<file path="src/rtl/mips_lsu_if.sv">
// Core-side request/response and data-memory port bundle for the MIPS load/store unit.
interface mips_lsu_if;
  logic        lsu_req;
  logic        lsu_we;
  logic [1:0]  lsu_size;
  logic        lsu_unsigned;
  logic [31:0] lsu_addr;
  logic [31:0] lsu_wdata;
  logic [31:0] lsu_rdata;
  logic        lsu_done;
  logic        lsu_stall;
  logic        lsu_adel;
  logic        lsu_ades;
  logic        lsu_dbe;
  logic        mem_req;
  logic [29:0] mem_addr;
  logic [31:0] mem_data_in;
  logic [3:0]  mem_write_en;
  logic        mem_rdy;
  logic [31:0] mem_data_out;
  logic        mem_excpt;

  // Core pipeline plus data memory: drives requests and memory responses.
  modport master (
    output lsu_req, lsu_we, lsu_size, lsu_unsigned, lsu_addr, lsu_wdata,
    output mem_rdy, mem_data_out, mem_excpt,
    input  lsu_rdata, lsu_done, lsu_stall, lsu_adel, lsu_ades, lsu_dbe,
    input  mem_req, mem_addr, mem_data_in, mem_write_en
  );

  // The load/store unit itself.
  modport slave (
    input  lsu_req, lsu_we, lsu_size, lsu_unsigned, lsu_addr, lsu_wdata,
    input  mem_rdy, mem_data_out, mem_excpt,
    output lsu_rdata, lsu_done, lsu_stall, lsu_adel, lsu_ades, lsu_dbe,
    output mem_req, mem_addr, mem_data_in, mem_write_en
  );
endinterface

</file>
<file path="src/rtl/mips_lsu.sv">
// MIPS load/store unit: byte/half/word access to data memory with AdEL/AdES/DBE status.
// Define LSU_TIMEOUT_EN to abort an access after TIMEOUT_CYCLES cycles without mem_rdy.
module mips_lsu #(
  parameter int unsigned TIMEOUT_CYCLES = 16
) (
  input  logic       clk,
  input  logic       rst_b,
  mips_lsu_if.slave  bus
);

  if (TIMEOUT_CYCLES < 1) begin : g_bad_timeout
    $error("mips_lsu: TIMEOUT_CYCLES must be >= 1");
  end

  typedef enum logic [1:0] {
    S_IDLE   = 2'd0,
    S_ACCESS = 2'd1,
    S_DONE   = 2'd2
  } state_e;

  state_e      state_q, state_d;
  logic [1:0]  size_q, size_d;
  logic        we_q, we_d;
  logic        uns_q, uns_d;
  logic [1:0]  off_q, off_d;
  logic [29:0] mem_addr_q, mem_addr_d;
  logic        mem_req_q, mem_req_d;
  logic [3:0]  mem_we_q, mem_we_d;
  logic [31:0] mem_wdata_q, mem_wdata_d;
  logic [31:0] rdata_q, rdata_d;
  logic        done_q, done_d;
  logic        adel_q, adel_d;
  logic        ades_q, ades_d;
  logic        dbe_q, dbe_d;

  logic        fault_c;
  logic [3:0]  st_mask_c;
  logic [31:0] st_data_c;
  logic [7:0]  ld_byte_c;
  logic [15:0] ld_half_c;
  logic [31:0] ld_ext_c;

`ifdef LSU_TIMEOUT_EN
  localparam int unsigned CNT_W = (TIMEOUT_CYCLES > 1) ? $clog2(TIMEOUT_CYCLES) : 1;
  logic [CNT_W-1:0] cnt_q, cnt_d;
`endif

  // Alignment check and store lane steering from the incoming request.
  always_comb begin
    fault_c   = 1'b0;
    st_mask_c = 4'b0000;
    st_data_c = '0;
    unique case (bus.lsu_size)
      2'b00: begin
        st_mask_c = 4'(4'b0001 << bus.lsu_addr[1:0]);
        st_data_c = {4{bus.lsu_wdata[7:0]}};
      end
      2'b01: begin
        fault_c   = bus.lsu_addr[0];
        st_mask_c = bus.lsu_addr[1] ? 4'b1100 : 4'b0011;
        st_data_c = {2{bus.lsu_wdata[15:0]}};
      end
      2'b10: begin
        fault_c   = (bus.lsu_addr[1:0] != 2'b00);
        st_mask_c = 4'b1111;
        st_data_c = bus.lsu_wdata;
      end
      default: fault_c = 1'b1;
    endcase
  end

  // Load lane selection and extension from the returned memory word.
  always_comb begin
    unique case (off_q)
      2'd0:    ld_byte_c = bus.mem_data_out[7:0];
      2'd1:    ld_byte_c = bus.mem_data_out[15:8];
      2'd2:    ld_byte_c = bus.mem_data_out[23:16];
      default: ld_byte_c = bus.mem_data_out[31:24];
    endcase
    ld_half_c = off_q[1] ? bus.mem_data_out[31:16] : bus.mem_data_out[15:0];
    unique case (size_q)
      2'b00:   ld_ext_c = uns_q ? {24'h0, ld_byte_c} : {{24{ld_byte_c[7]}}, ld_byte_c};
      2'b01:   ld_ext_c = uns_q ? {16'h0, ld_half_c} : {{16{ld_half_c[15]}}, ld_half_c};
      default: ld_ext_c = bus.mem_data_out;
    endcase
  end

  // Next state and next values of every registered output.
  always_comb begin
    state_d     = state_q;
    size_d      = size_q;
    we_d        = we_q;
    uns_d       = uns_q;
    off_d       = off_q;
    mem_addr_d  = mem_addr_q;
    mem_req_d   = 1'b0;
    mem_we_d    = 4'b0000;
    mem_wdata_d = '0;
    rdata_d     = rdata_q;
    done_d      = 1'b0;
    adel_d      = 1'b0;
    ades_d      = 1'b0;
    dbe_d       = 1'b0;
`ifdef LSU_TIMEOUT_EN
    cnt_d       = cnt_q;
`endif

    unique case (state_q)
      S_IDLE: begin
        if (bus.lsu_req) begin
          size_d = bus.lsu_size;
          we_d   = bus.lsu_we;
          uns_d  = bus.lsu_unsigned;
          off_d  = bus.lsu_addr[1:0];
          if (fault_c) begin
            state_d = S_DONE;
            done_d  = 1'b1;
            adel_d  = ~bus.lsu_we;
            ades_d  = bus.lsu_we;
          end else begin
            state_d    = S_ACCESS;
            mem_req_d  = 1'b1;
            mem_addr_d = bus.lsu_addr[31:2];
            if (bus.lsu_we) begin
              mem_we_d    = st_mask_c;
              mem_wdata_d = st_data_c;
            end
`ifdef LSU_TIMEOUT_EN
            cnt_d = '0;
`endif
          end
        end
      end

      S_ACCESS: begin
        if (bus.mem_rdy) begin
          state_d = S_DONE;
          done_d  = 1'b1;
          dbe_d   = bus.mem_excpt;
          if (!we_q && !bus.mem_excpt) rdata_d = ld_ext_c;
        end
`ifdef LSU_TIMEOUT_EN
        else if (cnt_q == CNT_W'(TIMEOUT_CYCLES - 1)) begin
          state_d = S_DONE;
          done_d  = 1'b1;
          dbe_d   = 1'b1;
        end
`endif
        else begin
          mem_req_d   = 1'b1;
          mem_we_d    = mem_we_q;
          mem_wdata_d = mem_wdata_q;
`ifdef LSU_TIMEOUT_EN
          cnt_d = cnt_q + CNT_W'(1);
`endif
        end
      end

      S_DONE:  state_d = S_IDLE;
      default: state_d = S_IDLE;
    endcase
  end

  always_ff @(posedge clk or negedge rst_b) begin
    if (!rst_b) begin
      state_q     <= S_IDLE;
      size_q      <= 2'b00;
      we_q        <= 1'b0;
      uns_q       <= 1'b0;
      off_q       <= 2'b00;
      mem_addr_q  <= '0;
      mem_req_q   <= 1'b0;
      mem_we_q    <= 4'b0000;
      mem_wdata_q <= '0;
      rdata_q     <= '0;
      done_q      <= 1'b0;
      adel_q      <= 1'b0;
      ades_q      <= 1'b0;
      dbe_q       <= 1'b0;
`ifdef LSU_TIMEOUT_EN
      cnt_q       <= '0;
`endif
    end else begin
      state_q     <= state_d;
      size_q      <= size_d;
      we_q        <= we_d;
      uns_q       <= uns_d;
      off_q       <= off_d;
      mem_addr_q  <= mem_addr_d;
      mem_req_q   <= mem_req_d;
      mem_we_q    <= mem_we_d;
      mem_wdata_q <= mem_wdata_d;
      rdata_q     <= rdata_d;
      done_q      <= done_d;
      adel_q      <= adel_d;
      ades_q      <= ades_d;
      dbe_q       <= dbe_d;
`ifdef LSU_TIMEOUT_EN
      cnt_q       <= cnt_d;
`endif
    end
  end

  assign bus.lsu_rdata    = rdata_q;
  assign bus.lsu_done     = done_q;
  assign bus.lsu_adel     = adel_q;
  assign bus.lsu_ades     = ades_q;
  assign bus.lsu_dbe      = dbe_q;
  assign bus.mem_req      = mem_req_q;
  assign bus.mem_addr     = mem_addr_q;
  assign bus.mem_data_in  = mem_wdata_q;
  assign bus.mem_write_en = mem_we_q;
  // Core stall follows the live request so it drops in the completion cycle.
  assign bus.lsu_stall    = bus.lsu_req & ~done_q;

endmodule
</file>
<file path="src/flat_wrapper.sv">
// flat-port wrapper written by rule: the top's interface ports become plain ports
module mips_lsu_flat 
#(
  parameter int unsigned TIMEOUT_CYCLES = 16
)
  (clk, rst_b, bus_lsu_req, bus_lsu_we, bus_lsu_size, bus_lsu_unsigned, bus_lsu_addr, bus_lsu_wdata, bus_mem_rdy, bus_mem_data_out, bus_mem_excpt, bus_lsu_rdata, bus_lsu_done, bus_lsu_stall, bus_lsu_adel, bus_lsu_ades, bus_lsu_dbe, bus_mem_req, bus_mem_addr, bus_mem_data_in, bus_mem_write_en);
  mips_lsu_if bus_i ();
  input  logic clk;
  input  logic rst_b;
  input wire logic [$bits(bus_i.lsu_req)-1:0] bus_lsu_req;
  input wire logic [$bits(bus_i.lsu_we)-1:0] bus_lsu_we;
  input wire logic [$bits(bus_i.lsu_size)-1:0] bus_lsu_size;
  input wire logic [$bits(bus_i.lsu_unsigned)-1:0] bus_lsu_unsigned;
  input wire logic [$bits(bus_i.lsu_addr)-1:0] bus_lsu_addr;
  input wire logic [$bits(bus_i.lsu_wdata)-1:0] bus_lsu_wdata;
  input wire logic [$bits(bus_i.mem_rdy)-1:0] bus_mem_rdy;
  input wire logic [$bits(bus_i.mem_data_out)-1:0] bus_mem_data_out;
  input wire logic [$bits(bus_i.mem_excpt)-1:0] bus_mem_excpt;
  output wire logic [$bits(bus_i.lsu_rdata)-1:0] bus_lsu_rdata;
  output wire logic [$bits(bus_i.lsu_done)-1:0] bus_lsu_done;
  output wire logic [$bits(bus_i.lsu_stall)-1:0] bus_lsu_stall;
  output wire logic [$bits(bus_i.lsu_adel)-1:0] bus_lsu_adel;
  output wire logic [$bits(bus_i.lsu_ades)-1:0] bus_lsu_ades;
  output wire logic [$bits(bus_i.lsu_dbe)-1:0] bus_lsu_dbe;
  output wire logic [$bits(bus_i.mem_req)-1:0] bus_mem_req;
  output wire logic [$bits(bus_i.mem_addr)-1:0] bus_mem_addr;
  output wire logic [$bits(bus_i.mem_data_in)-1:0] bus_mem_data_in;
  output wire logic [$bits(bus_i.mem_write_en)-1:0] bus_mem_write_en;
  assign bus_i.lsu_req = bus_lsu_req;
  assign bus_i.lsu_we = bus_lsu_we;
  assign bus_i.lsu_size = bus_lsu_size;
  assign bus_i.lsu_unsigned = bus_lsu_unsigned;
  assign bus_i.lsu_addr = bus_lsu_addr;
  assign bus_i.lsu_wdata = bus_lsu_wdata;
  assign bus_i.mem_rdy = bus_mem_rdy;
  assign bus_i.mem_data_out = bus_mem_data_out;
  assign bus_i.mem_excpt = bus_mem_excpt;
  assign bus_lsu_rdata = bus_i.lsu_rdata;
  assign bus_lsu_done = bus_i.lsu_done;
  assign bus_lsu_stall = bus_i.lsu_stall;
  assign bus_lsu_adel = bus_i.lsu_adel;
  assign bus_lsu_ades = bus_i.lsu_ades;
  assign bus_lsu_dbe = bus_i.lsu_dbe;
  assign bus_mem_req = bus_i.mem_req;
  assign bus_mem_addr = bus_i.mem_addr;
  assign bus_mem_data_in = bus_i.mem_data_in;
  assign bus_mem_write_en = bus_i.mem_write_en;
  mips_lsu #(.TIMEOUT_CYCLES(TIMEOUT_CYCLES)) u_core (.clk(clk), .rst_b(rst_b), .bus(bus_i));
endmodule
</file>
<file path="config.mk">
export PLATFORM = sky130hd
export DESIGN_NAME = mips_lsu_flat
export DESIGN_NICKNAME = d
export VERILOG_FILES = /design/src/rtl/mips_lsu_if.sv /design/src/rtl/mips_lsu.sv /design/src/flat_wrapper.sv
export SDC_FILE = /design/constraint.sdc
export NUM_CORES = 1
export LEC_CHECK = 0
export CORE_MARGIN = 4
export CORE_UTILIZATION = 43
export CTS_CLUSTER_DIAMETER = 100
export CTS_CLUSTER_SIZE = 16
export DETAILED_ROUTE_END_ITERATION = 7
export PLACE_DENSITY = 0.81
export SYNTH_ARGS = -nofsm -noshare
export SYNTH_HDL_FRONTEND = slang
export SYNTH_SLANG_ARGS = --single-unit
</file>
<file path="constraint.sdc">
create_clock -name clk -period 2.1 [get_ports clk]
set_clock_uncertainty 0.1 [all_clocks]
set_input_delay 0.21 -clock clk [delete_from_list [all_inputs] [get_ports clk]]
set_output_delay 0.21 -clock clk [all_outputs]
set_load 0.1 [all_outputs]
</file>
==> results.md <==
* CTS root buf: clkbuf_16
* Drt first pass iters at 5
* Synth warnings at 0
* Clock sinks at 111
* Clock share of power at 15.1%
* Period utilization at 86.43%
* Avg Vias per Cell at 5.359
* Initial Util at 44.80%
* Post-synthesis cell type count at 41
* Bufs on Longest Clock Path at 2
* Vias in the first global route at 4559
* Initial DRC count at 248
* Post-route DRC violation count at 0
* Fmax at 551.0 MHz
* Nets at 770
* Rows at 38
* Die Ht at 115.2 um
* R2R Path End: u_core.bus.lsu_rdata[8]
* Worst Path Required at 2200 ps
* Die area at 13270 um^2
* Finished Core Util at 66.95%
* Cell taking the most area after synthesis: dfrtp_1
* Sw Ratio at 54.85%
* Final ANT Viol Nets at 0
* Routed length per placed instance at 17.74 um
* Relative slew slack at 61.34%
* Outcome: finished clean
* RSZ-0062 raised after global routing: false
* # fillers at 864
* Final period demand of the worst path at 1815 ps
* CTS tree: yes
* Sequential area share after synthesis at 56.20%
* Total global routing overflow at 0
* Pwr Total at 0.01211 W
* Worst IR Drop VDD at 0.001414 V
* Synth cell count leaders: dfrtp_1, nand2_1, a21oi_1
* Total of max-cap violations at 0
* Ant. Diodes at 0
* Sequential group share of total power at 26.1%
* Global-route wire length before repair at 22.85 mm
* Critical Path End Type: flop
* Setup Viol. Count Final at 0
* Total CTS buffers at 9
* WS Path Type: reg2reg
* P_int at 0.005467 W
* Min-Delay Path Class: in2async
* Share of layout cells above drive strength 1 at 29.25%
* I/O pins at 209
* Power per Cell Area at 1640 nW/um^2
* Seq cells post-synth at 111
* Gate Count Post-Synth at 454
* CTS H-tree depth at 3
* Slew Limit Fails at 0
* Post-synth EDFFs at 0
* Syn_area_per_cell at 10.89 um^2
* Synth-to-Final Area Change at 49.42%
* Predominant post-synthesis flop cell: dfrtp_1
* Comb pwr share at 58.8%
* Tot GR Track Use at 21.70%
* Count leader, synth: dfrtp_1
* Synthesized area at 4942 um^2
* Core area at 11030 um^2
* Via count at 4341
* Final Hold Fails at 0
* Die Wd at 115.2 um
* R2R setup slack at 290 ps
* Largest net degree at the start of global routing at 112
* Total Wirelength at 14.37 mm
* Worst path arrival time at 1910 ps
* Async SR Flop Fraction at 100.0%
* Slew @ Worst Pin at 580.0 ps
* Most area-consuming cells after synthesis: dfrtp_1, mux2_2, a21oi_1
* Syn_nets at 559
* Clock latency on the worst-skew pair at 340 ps
* Leak Pwr at 3.348 nW
* Startpoint Class: flop
* Setup Buffers After CTS at 0
* Net Switching at 0.006642 W
* Clock slew at reported path FFs at 70 ps
* Initial antenna violation count at 0
* Routability cong. at 0.8902
* Cells on worst reg2reg path at 5
* CP Max Fanout at 11
* DPL Wire Length at 10.70 mm
* IO Port Bufs at 208
* Synth top area share at 56.20%
* Reg-to-Reg Start: u_core.off_q[1]
==> cells by family after synthesis <==
kind of cell	synth area share, %
AND/OR/NAND/NOR	11.47
flip-flops	56.20
AO/OA/AOI/OAI	18.18
multiplexers	10.56
buffers and inverters	3.595
==> cells in the final DEF, fill, tap and decap left out, drive strengths merged, types with 2 or more instances in the layout <==
cell,instances
a21oi,56
mux2i,15
a21o,2
nor3b,3
nand2b,4
clkdlybuf4s50,103
a22o,19
nand2,47
nor2,38
dfrtp,111
inv,5
a22oi,14
o21ai,32
bufinv,2
or3,5
o32ai,2
clkinv,2
buf,128
or2,3
clkbuf,11
nor2b,14
nor3,2
o22a,6
mux2,33
==> per-layer routing <==
metal / vias up / global-route usage [%] / share of wire, %
met2: 207 / 35.53 / 49
li1: 2024 / - / -
met5: - / 0 / 0
met3: 22 / 6.789 / 8.8
met4: 0 / 7.903 / 2.0
met1: 2088 / 27.17 / 40
==> what timing repair did <==
item,CTS,global route
endpoints found under the setup margin,0,0
resized for setup,0,0
hold endpoints to repair,111,0
hold buffers,1,0
==> area by class of cell <==
type	instances	area (um^2)	area share, %
well taps	140	175.2	2.372
clock buffers	11	242.7	3.287
inverters	5	18.77	0.2542
clock inverters	5	81.33	1.101
repair buffers	232	2090	28.30
flip-flops and latches	111	2778	37.61
multi-input cells	306	1999	27.08
==> metrics by stage <==
stage | hold slack [ps] | instance area, um^2 | cells | TNS (ps) | setup slack (ps)
after CTS | 339.0 | 7385 | 810 | 0 | 316.2
after floorplan | -185.6 | 4945 | 454 | 0 | 101.5
final | 358.1 | 7385 | 810 | 0 | 285.1
after detailed placement | 232.5 | 7051 | 793 | -386.8 | -24.15
after global routing | 342.5 | 7385 | 810 | 0 | 167.6
after global placement | 231.8 | 7051 | 793 | 0 | 9.278
==> power groups by stage <==
stage	Sequential, W	Combinational, W	Clock (W)
after global routing	0.00325	0.00738	0.00197
after floorplan	0.00741	0.00120	0
after global placement	0.00317	0.00706	0
final	0.00317	0.00712	0.00182
after CTS	0.00317	0.00715	0.00187
after detailed placement	0.00320	0.00713	0
==> critical path, cell delays in order (launching register included) <==
cell      delay, ps
dfrtp_1         380
buf_4           180
nand2b_1        320
o32ai_4         170
nor2_2          360
a21oi_1         150
==> state kept, by name (all words and copies together), names as in the netlist <==
name and flops:
u_core.bus.lsu_dbe 1, u_core.state_q 2, u_core.bus.lsu_ades 1, u_core.uns_q 1
u_core.bus.lsu_adel 1, u_core.off_q 2, u_core.bus.lsu_done 1, u_core.size_q 2
u_core.bus.mem_addr 30, u_core.bus.mem_data_in 32, u_core.bus.mem_req 1, u_core.bus.lsu_rdata 32
u_core.bus.mem_write_en 4, u_core.we_q 1
==> how the worst max path moves through the flow <==
stage / from / end / slack (ps)
after floorplan: u_core.bus.lsu_done / bus_lsu_stall / 100
after detailed placement: bus_lsu_addr[0] / u_core.bus.mem_addr[0] / -20
after global placement: bus_lsu_addr[0] / u_core.bus.mem_addr[18] / 9
final: u_core.off_q[1] / u_core.bus.lsu_rdata[8] / 290
after global routing: u_core.off_q[1] / u_core.bus.lsu_rdata[7] / 170
after CTS: u_core.state_q[1] / u_core.bus.lsu_rdata[12] / 320
No activity file was read; power rests on OpenSTA's default activity.
